<file path="src/rtl/program_loader.sv">
// Boot loader: parses a length header from the UART word stream, writes the
// payload into instruction memory, verifies a trailing checksum and acks the host.
module program_loader #(
  parameter int unsigned        ADDR_W    = 14,
  parameter logic [ADDR_W-1:0]  BASE_ADDR = '0,
  parameter logic [7:0]         ACK_OK    = 8'hAA,
  parameter logic [7:0]         ACK_NG    = 8'h55
) (
  input  logic              clk,
  input  logic              reset,
  input  logic [31:0]       rword,
  input  logic              rword_ready,
  input  logic              ferr,
  output logic              mem_we,
  output logic [ADDR_W-1:0] mem_addr,
  output logic [31:0]       mem_wdata,
  output logic              ack_valid,
  output logic [7:0]        ack_byte,
  input  logic              ack_ready,
  output logic              load_done,
  output logic              load_err
);

  typedef enum logic [2:0] {WAIT_LEN, LOAD, WAIT_SUM, ACK, DONE} state_t;

  localparam logic [32:0] MAX_LEN = 33'd1 << ADDR_W;

  state_t            state_q, state_d;
  logic [ADDR_W:0]   len_q, len_d;
  logic [ADDR_W:0]   count_q, count_d;
  logic [31:0]       sum_q, sum_d;
  logic              ok_q, ok_d;
  logic              mem_we_q, mem_we_d;
  logic [ADDR_W-1:0] mem_addr_q, mem_addr_d;
  logic [31:0]       mem_wdata_q, mem_wdata_d;
  logic              ack_valid_q, ack_valid_d;
  logic [7:0]        ack_byte_q, ack_byte_d;
  logic              load_done_q, load_done_d;
  logic              load_err_q, load_err_d;
  logic              take_err;

  always_comb begin
    state_d     = state_q;
    len_d       = len_q;
    count_d     = count_q;
    sum_d       = sum_q;
    ok_d        = ok_q;
    mem_we_d    = 1'b0;
    mem_addr_d  = mem_addr_q;
    mem_wdata_d = mem_wdata_q;
    ack_valid_d = ack_valid_q;
    ack_byte_d  = ack_byte_q;
    load_done_d = load_done_q;
    load_err_d  = load_err_q;
    take_err    = 1'b0;

    unique case (state_q)
      WAIT_LEN: begin
        if (ferr) begin
          take_err = 1'b1;
        end else if (rword_ready) begin
          len_d      = rword[ADDR_W:0];
          sum_d      = '0;
          count_d    = '0;
          mem_addr_d = BASE_ADDR;
          load_err_d = 1'b0;
          ok_d       = 1'b0;
          if ({1'b0, rword} > MAX_LEN) take_err = 1'b1;
          else if (rword == '0)        state_d  = WAIT_SUM;
          else                         state_d  = LOAD;
        end
      end
      LOAD: begin
        if (ferr) begin
          take_err = 1'b1;
        end else if (rword_ready) begin
          mem_we_d    = 1'b1;
          mem_wdata_d = rword;
          mem_addr_d  = BASE_ADDR + count_q[ADDR_W-1:0];
          sum_d       = sum_q + rword;
          count_d     = count_q + 1'b1;
          if (count_d == len_q) state_d = WAIT_SUM;
        end
      end
      WAIT_SUM: begin
        if (ferr) begin
          take_err = 1'b1;
        end else if (rword_ready) begin
          if (rword == sum_q) begin
            ack_byte_d  = ACK_OK;
            ack_valid_d = 1'b1;
            ok_d        = 1'b1;
            state_d     = ACK;
          end else begin
            take_err = 1'b1;
          end
        end
      end
      ACK: begin
        // After the handshake a failed load lingers here until ferr clears.
        if (ack_valid_q) begin
          if (ack_ready) begin
            ack_valid_d = 1'b0;
            if (ok_q) begin
              load_done_d = 1'b1;
              state_d     = DONE;
            end else if (!ferr) begin
              state_d = WAIT_LEN;
            end
          end
        end else if (!ok_q && !ferr) begin
          state_d = WAIT_LEN;
        end
      end
      DONE: ;
      default: state_d = WAIT_LEN;
    endcase

    if (take_err) begin
      load_err_d  = 1'b1;
      ack_byte_d  = ACK_NG;
      ack_valid_d = 1'b1;
      ok_d        = 1'b0;
      state_d     = ACK;
    end
  end

  always_ff @(posedge clk) begin
    if (!reset) begin
      state_q     <= WAIT_LEN;
      len_q       <= '0;
      count_q     <= '0;
      sum_q       <= '0;
      ok_q        <= 1'b0;
      mem_we_q    <= 1'b0;
      mem_addr_q  <= BASE_ADDR;
      mem_wdata_q <= '0;
      ack_valid_q <= 1'b0;
      ack_byte_q  <= '0;
      load_done_q <= 1'b0;
      load_err_q  <= 1'b0;
    end else begin
      state_q     <= state_d;
      len_q       <= len_d;
      count_q     <= count_d;
      sum_q       <= sum_d;
      ok_q        <= ok_d;
      mem_we_q    <= mem_we_d;
      mem_addr_q  <= mem_addr_d;
      mem_wdata_q <= mem_wdata_d;
      ack_valid_q <= ack_valid_d;
      ack_byte_q  <= ack_byte_d;
      load_done_q <= load_done_d;
      load_err_q  <= load_err_d;
    end
  end

  assign mem_we    = mem_we_q;
  assign mem_addr  = mem_addr_q;
  assign mem_wdata = mem_wdata_q;
  assign ack_valid = ack_valid_q;
  assign ack_byte  = ack_byte_q;
  assign load_done = load_done_q;
  assign load_err  = load_err_q;

endmodule
</file>
<file path="config.mk">
export PLATFORM = sky130hd
export DESIGN_NAME = program_loader
export DESIGN_NICKNAME = d
export VERILOG_FILES = /design/src/rtl/program_loader.sv
export SDC_FILE = /design/constraint.sdc
export NUM_CORES = 1
export LEC_CHECK = 0
export BUFFER_PORTS_ARGS = -buffer_cell sky130_fd_sc_hd__buf_2
export CAP_MARGIN = 20
export CORE_MARGIN = 10
export CORE_UTILIZATION = 50
export CTS_CLUSTER_DIAMETER = 50
export DETAILED_ROUTE_END_ITERATION = 10
export PLACE_DENSITY = 0.72
export SYNTH_ARGS = -nofsm -noshare
export SYNTH_HDL_FRONTEND = slang
export SYNTH_SLANG_ARGS = --single-unit
</file>
<file path="constraint.sdc">
create_clock -name clk -period 3.8 [get_ports clk]
set_input_delay 0.38 -clock clk [delete_from_list [all_inputs] [get_ports clk]]
set_output_delay 0.38 -clock clk [all_outputs]
set_load 0.01 [all_outputs]
</file>
* Yosys cells after proc, flatten, opt, wreduce, memory -nomap -nowiden
Index checks and enable logic that the tools add are counted.
** Word-level totals
- Word-level logic and storage cells :: 136
- Output and inout port bits :: 58
- Bits in registers :: 121
** Cells by class
- Reduce and logical (&&, ||, !) cells :: 25
- Bitwise operators :: 4
- Order comparisons :: 1
- Multiplexer cells :: 58
- Equality and inequality tests :: 32
- Add/subtract/negate cells :: 2
** Operator list (number)
- $mux 32 :: 4
- $pmux 32 s2 :: 1
- $mux 15 :: 4
- $mux 14 :: 4
- $mux 3 :: 14
- $mux 7 :: 5
- $ne 3x3->1 const B :: 11
- $add 32x32->32 :: 1
- $eq 32x32->1 :: 1
- $gt 32x15->1 const B :: 1
- $logic_not 32->1 :: 1
- $pmux 15 s2 :: 1
- $pmux 14 s2 :: 1
- $reduce_and 13->1 :: 2
- $ne 2x2->1 const B :: 10
- $mux 1 :: 18
- $reduce_and 4->1 :: 4
- $add 15x1->15 const B :: 1
- $eq 15x15->1 :: 1
- $pmux 3 s5 :: 1
- $ne 4x4->1 const B :: 3
- $reduce_bool 2->1 :: 6
- $reduce_and 3->1 :: 3
- $eq 3x2->1 const B :: 2
- 16 further kinds :: 22

* Depth between registers and ports, before layout
Gate-level depths: netlist (run 1).
- Depth in word-level cells :: 7
- Depth in mapped cells :: 11

* Worst setup path after synthesis (run 1)
Ideal clock, no wire load.
- Path type :: in2reg
- Start point :: in rword[0]
- End point :: reg sum_q[26]
- Data required time :: 3683 ps
- Setup slack :: 912 ps
- Arrival :: 2771 ps
- Stages :: 10
- Library setup time :: 117 ps
- Path through :: ha_1 fa_1 a211oi_1 o21bai_1 a21o_1 a21oi_1 o21ai_0 nor4b_1 or3_1 a32o_1
** Between the ends
- Longest elaborated chain between the ends :: 4
** Ends and longest elaborated chain
- from (decl) :: RTL line 11 : input logic [31:0] rword,
- $add 32x32->32 :: RTL line 80 : sum_d = sum_q + rword;
- $mux 32 :: RTL line 76 : end else if (rword_ready) begin
- $mux 32 :: RTL line 74 : if (ferr) begin
- $pmux 32 s2 :: RTL line 57 : unique case (state_q)
- to (signal assigned) :: RTL line 146 : sum_q <= sum_d;
- to (decl) :: RTL line 31 : logic [31:0] sum_q, sum_d;
No other way between the ends. The select of a mux whose other input is x is not followed.
A chain may end at the register's enable or synchronous reset.

* Worst setup path after layout (run 1)
- Start point :: reg sum_q[0]
- End point :: reg sum_q[26]
** Between the ends
- Longest elaborated chain between the ends :: 4
** Ends and longest elaborated chain (RTL line)
- $add 32x32->32 :: 80
- $mux 32 :: 76
- $mux 32 :: 74
- $pmux 32 s2 :: 57
No other way between the ends. The select of a mux whose other input is x is not followed.

==> results of run 1 <==
-- cell usage in the layout, fill, tap and decap left out, types with 17 or more instances in the layout --
cell         n
ha_1        32
xor2_1      24
o21ai_0     62
dfxtp_1    118
a21oi_1     37
a21boi_0    55
nand2_1    150
nor2_1      44
xnor2_1     24
nand3_1     17
buf_2       94
a22o_1      17
clkbuf_16   17
-- Yosys cell counts, types with 9 or more instances --
library cell,n,area share
nor4_1,16,0.015
nor2b_1,13,0.012
ha_1,32,0.061
o21ai_0,62,0.047
xor2_1,24,0.032
nand3_1,17,0.013
a21o_1,16,0.018
a21oi_1,37,0.028
nor2_1,45,0.026
nand4_1,9,0.0086
a22oi_1,9,0.010
nand2_1,150,0.086
a21boi_0,55,0.063
dfxtp_1,118,0.36
inv_1,13,0.0074
nor3_1,10,0.0076
clkbuf_1,50,0.029
xnor2_1,24,0.032
a22o_1,17,0.023
-- registers in the layout, summed over array words and instances, names as in the netlist --
register / flops
ack_byte: 2
mem_wdata: 32
count_q: 15
mem_we: 1
load_err: 1
len_q: 15
mem_addr: 14
state_q: 3
ok_q: 1
load_done: 1
sum_q: 32
ack_valid: 1
-- worst paths after layout --
check	depth (start not counted)	to	start	slack, ps
max	10	sum_q[26]	sum_q[0]	640
min	3	mem_wdata[23]	rword[23]	230
max reg2reg	10	sum_q[26]	sum_q[0]	640
min reg2reg	2	mem_wdata[20]	mem_wdata[20]	460
-- routing by layer --
layer | wire, um | share of wire | GRT usage | up-vias
li1 | - | - | - | 3029
met1 | 8040 | 0.46 | 0.244 | 2769
met2 | 8360 | 0.48 | 0.321 | 132
met3 | 864 | 0.049 | 0.0534 | 14
met4 | 197 | 0.011 | 0.0538 | 0
met5 | 0 | 0 | 0 | -
-- power breakdown --
group | switching (uW) | leakage [uW] | internal, uW | total (uW)
logic | 215 | 0.00200 | 135 | 350
registers | 25.0 | 0.000955 | 1270 | 1290
clock network | 573 | 0.000309 | 1160 | 1730
-- stage by stage --
stage	utilization	hold slack, ps
2_1_floorplan	-	429
3_3_place_gp	0.556	439
3_5_place_dp	0.556	450
4_1_cts	0.606	215
5_1_grt	0.606	240
6_report	0.606	231
-- logic make-up (layout without fill, tap and decap cells) --
group           Yosys count  count (layout)
compound gates          246             246
xor+xnor                 48              48
fa+ha+maj                33              33
buf+inv                  73             150
flops                   118             118
mux                       4               4
simple gates            297             297
-- worst min-delay path, cell delays in order --
cell      delay, ps
buf_2           110
nand2_1          50
a21boi_0         60
-- final cells by class --
type	count	area, um^2	share of cell area
inverters	13	48.8	0.00630
repair buffers	105	566	0.0730
clock inverters	14	208	0.0268
flip-flops and latches	118	2360	0.305
multi-input cells	628	3920	0.506
well taps	172	215	0.0278
clock buffers	18	429	0.0554
==> results.sh, run 1 <==
export IMPL_route_vias_total=5944
export IMPL_io_buffers=94
export IMPL_ys_async_sr_fraction=0
export IMPL_yosys_most_used_dff="dfxtp_1"
export IMPL_synth_compound_area_frac=0.253
export IMPL_drt_iter0_drc=334
export IMPL_hold_violations=0
export IMPL_grt_max_degree=71
export IMPL_worst_slack_ps=639
export IMPL_cp_start_kind="flip-flop"
export IMPL_max_freq_ghz=0.316
export IMPL_fin_skew_ps=7.80
export IMPL_nFillCells=1174
export IMPL_max_slew_margin=0.422
export IMPL_initial_core_util=0.515
export IMPL_final_cell_area_um2=7740
export IMPL_cpPeakStageDelay_ps=430
export IMPL_clock_sinks=118
export IMPL_worstSkewPairLatency_ps=420
export IMPL_area_growth_pct=17.8
export IMPL_crit_required_ps=4110
export IMPL_synth_area_um2=6570
export IMPL_synth_adder_area_share=0.0640
export IMPL_preCtsSetupSlack_ps=456
export IMPL_first_pass_iters=5
export IMPL_dieWidth_um=135
export IMPL_arrival_ps=3470
export IMPL_crit_fanout=5
export IMPL_worst_slew_pin_slew_ps=863
export IMPL_insertedDiodeCount=0
export IMPL_syn_inst=819
export IMPL_routabilityCongestion=0.894
export IMPL_outcome="completed"
export IMPL_hp_class="primary input to flip-flop"
export IMPL_synth_xor_area_share=0.0640
export IMPL_synth_mux_area_frac=0.00609
export IMPL_dp_cells=1036
export IMPL_seq_area_frac_synth=0.359
export IMPL_synthSimpleGateAreaFrac=0.208
export IMPL_core_area_um2=12800
export IMPL_die_h_um=135
export IMPL_ys_warnings_count=0
export IMPL_cts_tree="yes"
export IMPL_synth_seq_cells=118
export IMPL_wirelength_um=17500
export IMPL_rsz0062_at_grt="no"
export IMPL_grt_pass1_vias=5785
export IMPL_end_kind="flip-flop"
export IMPL_timing_final_crit_share=0.832
export IMPL_grt_overflow=0
export IMPL_synth_top_family_by_area="compound AO/OA/AOI/OAI gates"
export IMPL_fin_crit_ps=3160
export IMPL_rows=41
export IMPL_max_cap_violations=0
export IMPL_slew_viol_final=0
export IMPL_synth_edf_count=0
export IMPL_p_total_uw=3370
export IMPL_finalSetupTns_ps=0
export IMPL_routedWlPerCell_um=16.4
export IMPL_path_cells="ha_1 -> fa_1 -> a211oi_1 -> o21bai_1 -> a21o_1 -> a21oi_1 -> o21ai_0 -> nor4b_1 -> or3_1 -> a32o_1"
export IMPL_cts_resized=0
export IMPL_avgSynthCellArea_um2=8.03
export IMPL_hold_buffers=0
export IMPL_place_detailed_hpwl_um=12500
export IMPL_yosysUniqueCellTypes=56
export IMPL_clk_pin_slew_ps=60
export IMPL_cp_slowest_cell="fa_1"
export IMPL_via_per_inst=5.57
export IMPL_cts_buffers=17
export IMPL_ant_nets=0
export IMPL_final_nets=953
export IMPL_cts_buffer_depth=2
export IMPL_drc_errors=0
export IMPL_cts_setup_buffers=0
export IMPL_ctsHtreeMaxLevel=4
export IMPL_cellPowerDensity_nw_per_um2=436
export IMPL_crit_buf_inv=0
export IMPL_grt_pass1_wl_um=29100
export IMPL_cp_top_family="compound AO/OA/AOI/OAI gates"
export IMPL_leakagePower_uw=0.00327
export IMPL_antenna_found_initial=0
export IMPL_ir_drop_mv=0.413
export IMPL_grt_usage=0.195
export IMPL_crit_type="flip-flop to flip-flop"
export IMPL_cts_root_buf="clkbuf_16"
export IMPL_dieArea_um2=18100
export IMPL_boundaryPins=95
export IMPL_layout_drive_gt1_share=0.161
export IMPL_synth_nets=889
export IMPL_postPlaceCellArea_um2=7110
export IMPL_setup_viol=0
export IMPL_stdcell_count=1068
Power figures use the tool's default switching activity.
==> run 2, diff against run 1 <==
clock period = 3.2 ns   (was 3.8 ns; I/O delays follow)
==> run 2 against run 1 <==
- routed wire length shrank 0.11%
- setup slack worse by 320 ps
- non-clock buffer count increased by 7
- clock skew fell by 1.5 ps
- design area shrank 0.42%
- via count rose by 0.87%
- cell count grew 0.56%
- worst hold slack worse by 56 ps
- clock power rose by 5%
- count of clock-buffer cells in the layout up 2
- largest cell class unchanged
- combinational power grew 20%
- global-route usage is 0.28 points higher
==> results.sh, run 2 (synthesis results as in run 1) <==
export IMPL_rsz0062_at_grt="no"
export IMPL_grt_overflow=0
export IMPL_cp_slowest_cell="fa_1"
export IMPL_nFillCells=1205
export IMPL_max_freq_ghz=0.347
export IMPL_dieWidth_um=135
export IMPL_slew_viol_final=0
export IMPL_dieArea_um2=18100
export IMPL_via_per_inst=5.58
export IMPL_rows=41
export IMPL_crit_buf_inv=0
export IMPL_ctsHtreeMaxLevel=4
export IMPL_drt_iter0_drc=332
export IMPL_core_area_um2=12800
export IMPL_max_cap_violations=0
export IMPL_routedWlPerCell_um=16.2
export IMPL_outcome="completed"
export IMPL_cts_buffer_depth=2
export IMPL_p_total_uw=3760
export IMPL_grt_max_degree=56
export IMPL_layout_common_cells="150 x nand2_1, 118 x dfxtp_1, 94 x buf_2"
export IMPL_cts_resized=0
export IMPL_crit_required_ps=3510
export IMPL_boundaryPins=95
export IMPL_hp_class="primary input to flip-flop"
export IMPL_finalSetupTns_ps=0
export IMPL_final_common_cell="nand2_1"
export IMPL_wirelength_um=17400
export IMPL_timing_final_crit_share=0.900
export IMPL_end_kind="flip-flop"
export IMPL_clk_pin_slew_ps=50
export IMPL_p_int_uw=2840
export IMPL_routabilityCongestion=0.893
export IMPL_crit_fanout=4
export IMPL_cts_buffers=17
export IMPL_stdcell_count=1074
export IMPL_leakagePower_uw=0.00327
export IMPL_p_sw_frac=0.246
export IMPL_dp_cells=1043
export IMPL_first_pass_iters=5
export IMPL_grt_usage=0.198
export IMPL_route_vias_total=5996
export IMPL_cp_start_kind="flip-flop"
export IMPL_arrival_ps=3190
export IMPL_hold_path_depth=3
export IMPL_grt_pass1_wl_um=29300
export IMPL_cpPeakStageDelay_ps=440
export IMPL_die_h_um=135
export IMPL_ant_nets=0
export IMPL_cts_setup_buffers=0
export IMPL_utilization=0.604
export IMPL_io_buffers=94
export IMPL_cts_tree="yes"
export IMPL_grt_pass1_vias=5836
export IMPL_seq_power_share=0.408
export IMPL_drc_errors=0
export IMPL_fin_skew_ps=6.28
export IMPL_ff2ff_path_depth=10
export IMPL_final_nets=960
export IMPL_path_cells="ha_1 -> fa_1 -> a211oi_1 -> o21bai_1 -> a21o_1 -> a21oi_1 -> o21ai_1 -> nor4b_1 -> or3_1 -> a32o_1"
export IMPL_hold_violations=0
export IMPL_switchingPower_uw=927
export IMPL_antenna_found_initial=0
export IMPL_worstSkewPairLatency_ps=420
export IMPL_layout_drive_gt1_share=0.166
export IMPL_hold_buffers=0
export IMPL_max_slew_margin=0.605
export IMPL_area_growth_pct=17.3
export IMPL_worst_slew_pin_slew_ps=578
export IMPL_path_depth=10
export IMPL_p_clk_frac=0.480
export IMPL_place_detailed_hpwl_um=12800
export IMPL_fin_crit_ps=2880
export IMPL_initial_core_util=0.515
export IMPL_cts_root_buf="clkbuf_16"
export IMPL_crit_type="flip-flop to flip-flop"
export IMPL_cellPowerDensity_nw_per_um2=488
export IMPL_clock_sinks=118
export IMPL_setup_viol=0
export IMPL_cp_top_family="compound AO/OA/AOI/OAI gates"
export IMPL_ir_drop_mv=0.376
export IMPL_insertedDiodeCount=0
export IMPL_pwr_share_comb=0.112
==> run 2: cell types whose count changed in the layout (fill, tap and decap cells not counted), sizes merged <==
cell | previous run | this run
bufinv | 5 | 2
clkbuf | 18 | 20
clkinv | 7 | 8
clkinvlp | 2 | 1
buf | 105 | 112
==> run 2: final timing paths <==
kind,startpoint,endpoint,slack (ps)
setup reg to reg,sum_q[0],sum_q[26],320
setup / recovery,sum_q[0],sum_q[26],320
hold reg to reg,mem_wdata[20],mem_wdata[20],460
hold / removal,rword[21],mem_wdata[21],170
==> run 2: final cells by class <==
class | instances | area, um^2 | area share
Sequential cell | 118 | 2360 | 0.306
Clock buffer | 20 | 457 | 0.0592
Inverter | 13 | 48.8 | 0.00633
Multi-Input combinational cell | 628 | 3920 | 0.508
Clock inverter | 11 | 108 | 0.0140
Timing Repair Buffer | 112 | 606 | 0.0785
Tap cell | 172 | 215 | 0.0279
==> run 2: worst reg2reg max path: stages, from the launching register on <==
cell,delay (ps)
dfxtp_1,310
ha_1,220
fa_1,440
a211oi_1,300
o21bai_1,130
a21o_1,220
a21oi_1,180
o21ai_1,170
nor4b_1,210
or3_1,350
a32o_1,250
==> run 2: layer usage <==
metal / share of wire / up-vias / GRT usage
li1: - / 3040 / -
met1: 0.45 / 2803 / 0.246
met2: 0.48 / 129 / 0.320
met3: 0.051 / 24 / 0.0556
met4: 0.015 / 0 / 0.0701
met5: 0 / - / 0
==> run 2: through the flow <==
stage | cell area, um^2 | setup WS (ps) | hold WS (ps)
2_1_floorplan | 6570 | 372 | 429
3_3_place_gp | 7150 | 180 | 438
3_5_place_dp | 7150 | 129 | 450
4_1_cts | 7710 | 258 | 160
5_1_grt | 7710 | 17.8 | 174
6_report | 7710 | 319 | 175
==> run 2: power by group through the flow <==
stage	Combinational (uW)	Clock [uW]	Sequential, uW
after floorplan	274	0	1560
after global placement	415	0	1560
after detailed placement	418	0	1560
after CTS	419	1850	1530
after global routing	469	1920	1540
final	420	1810	1540
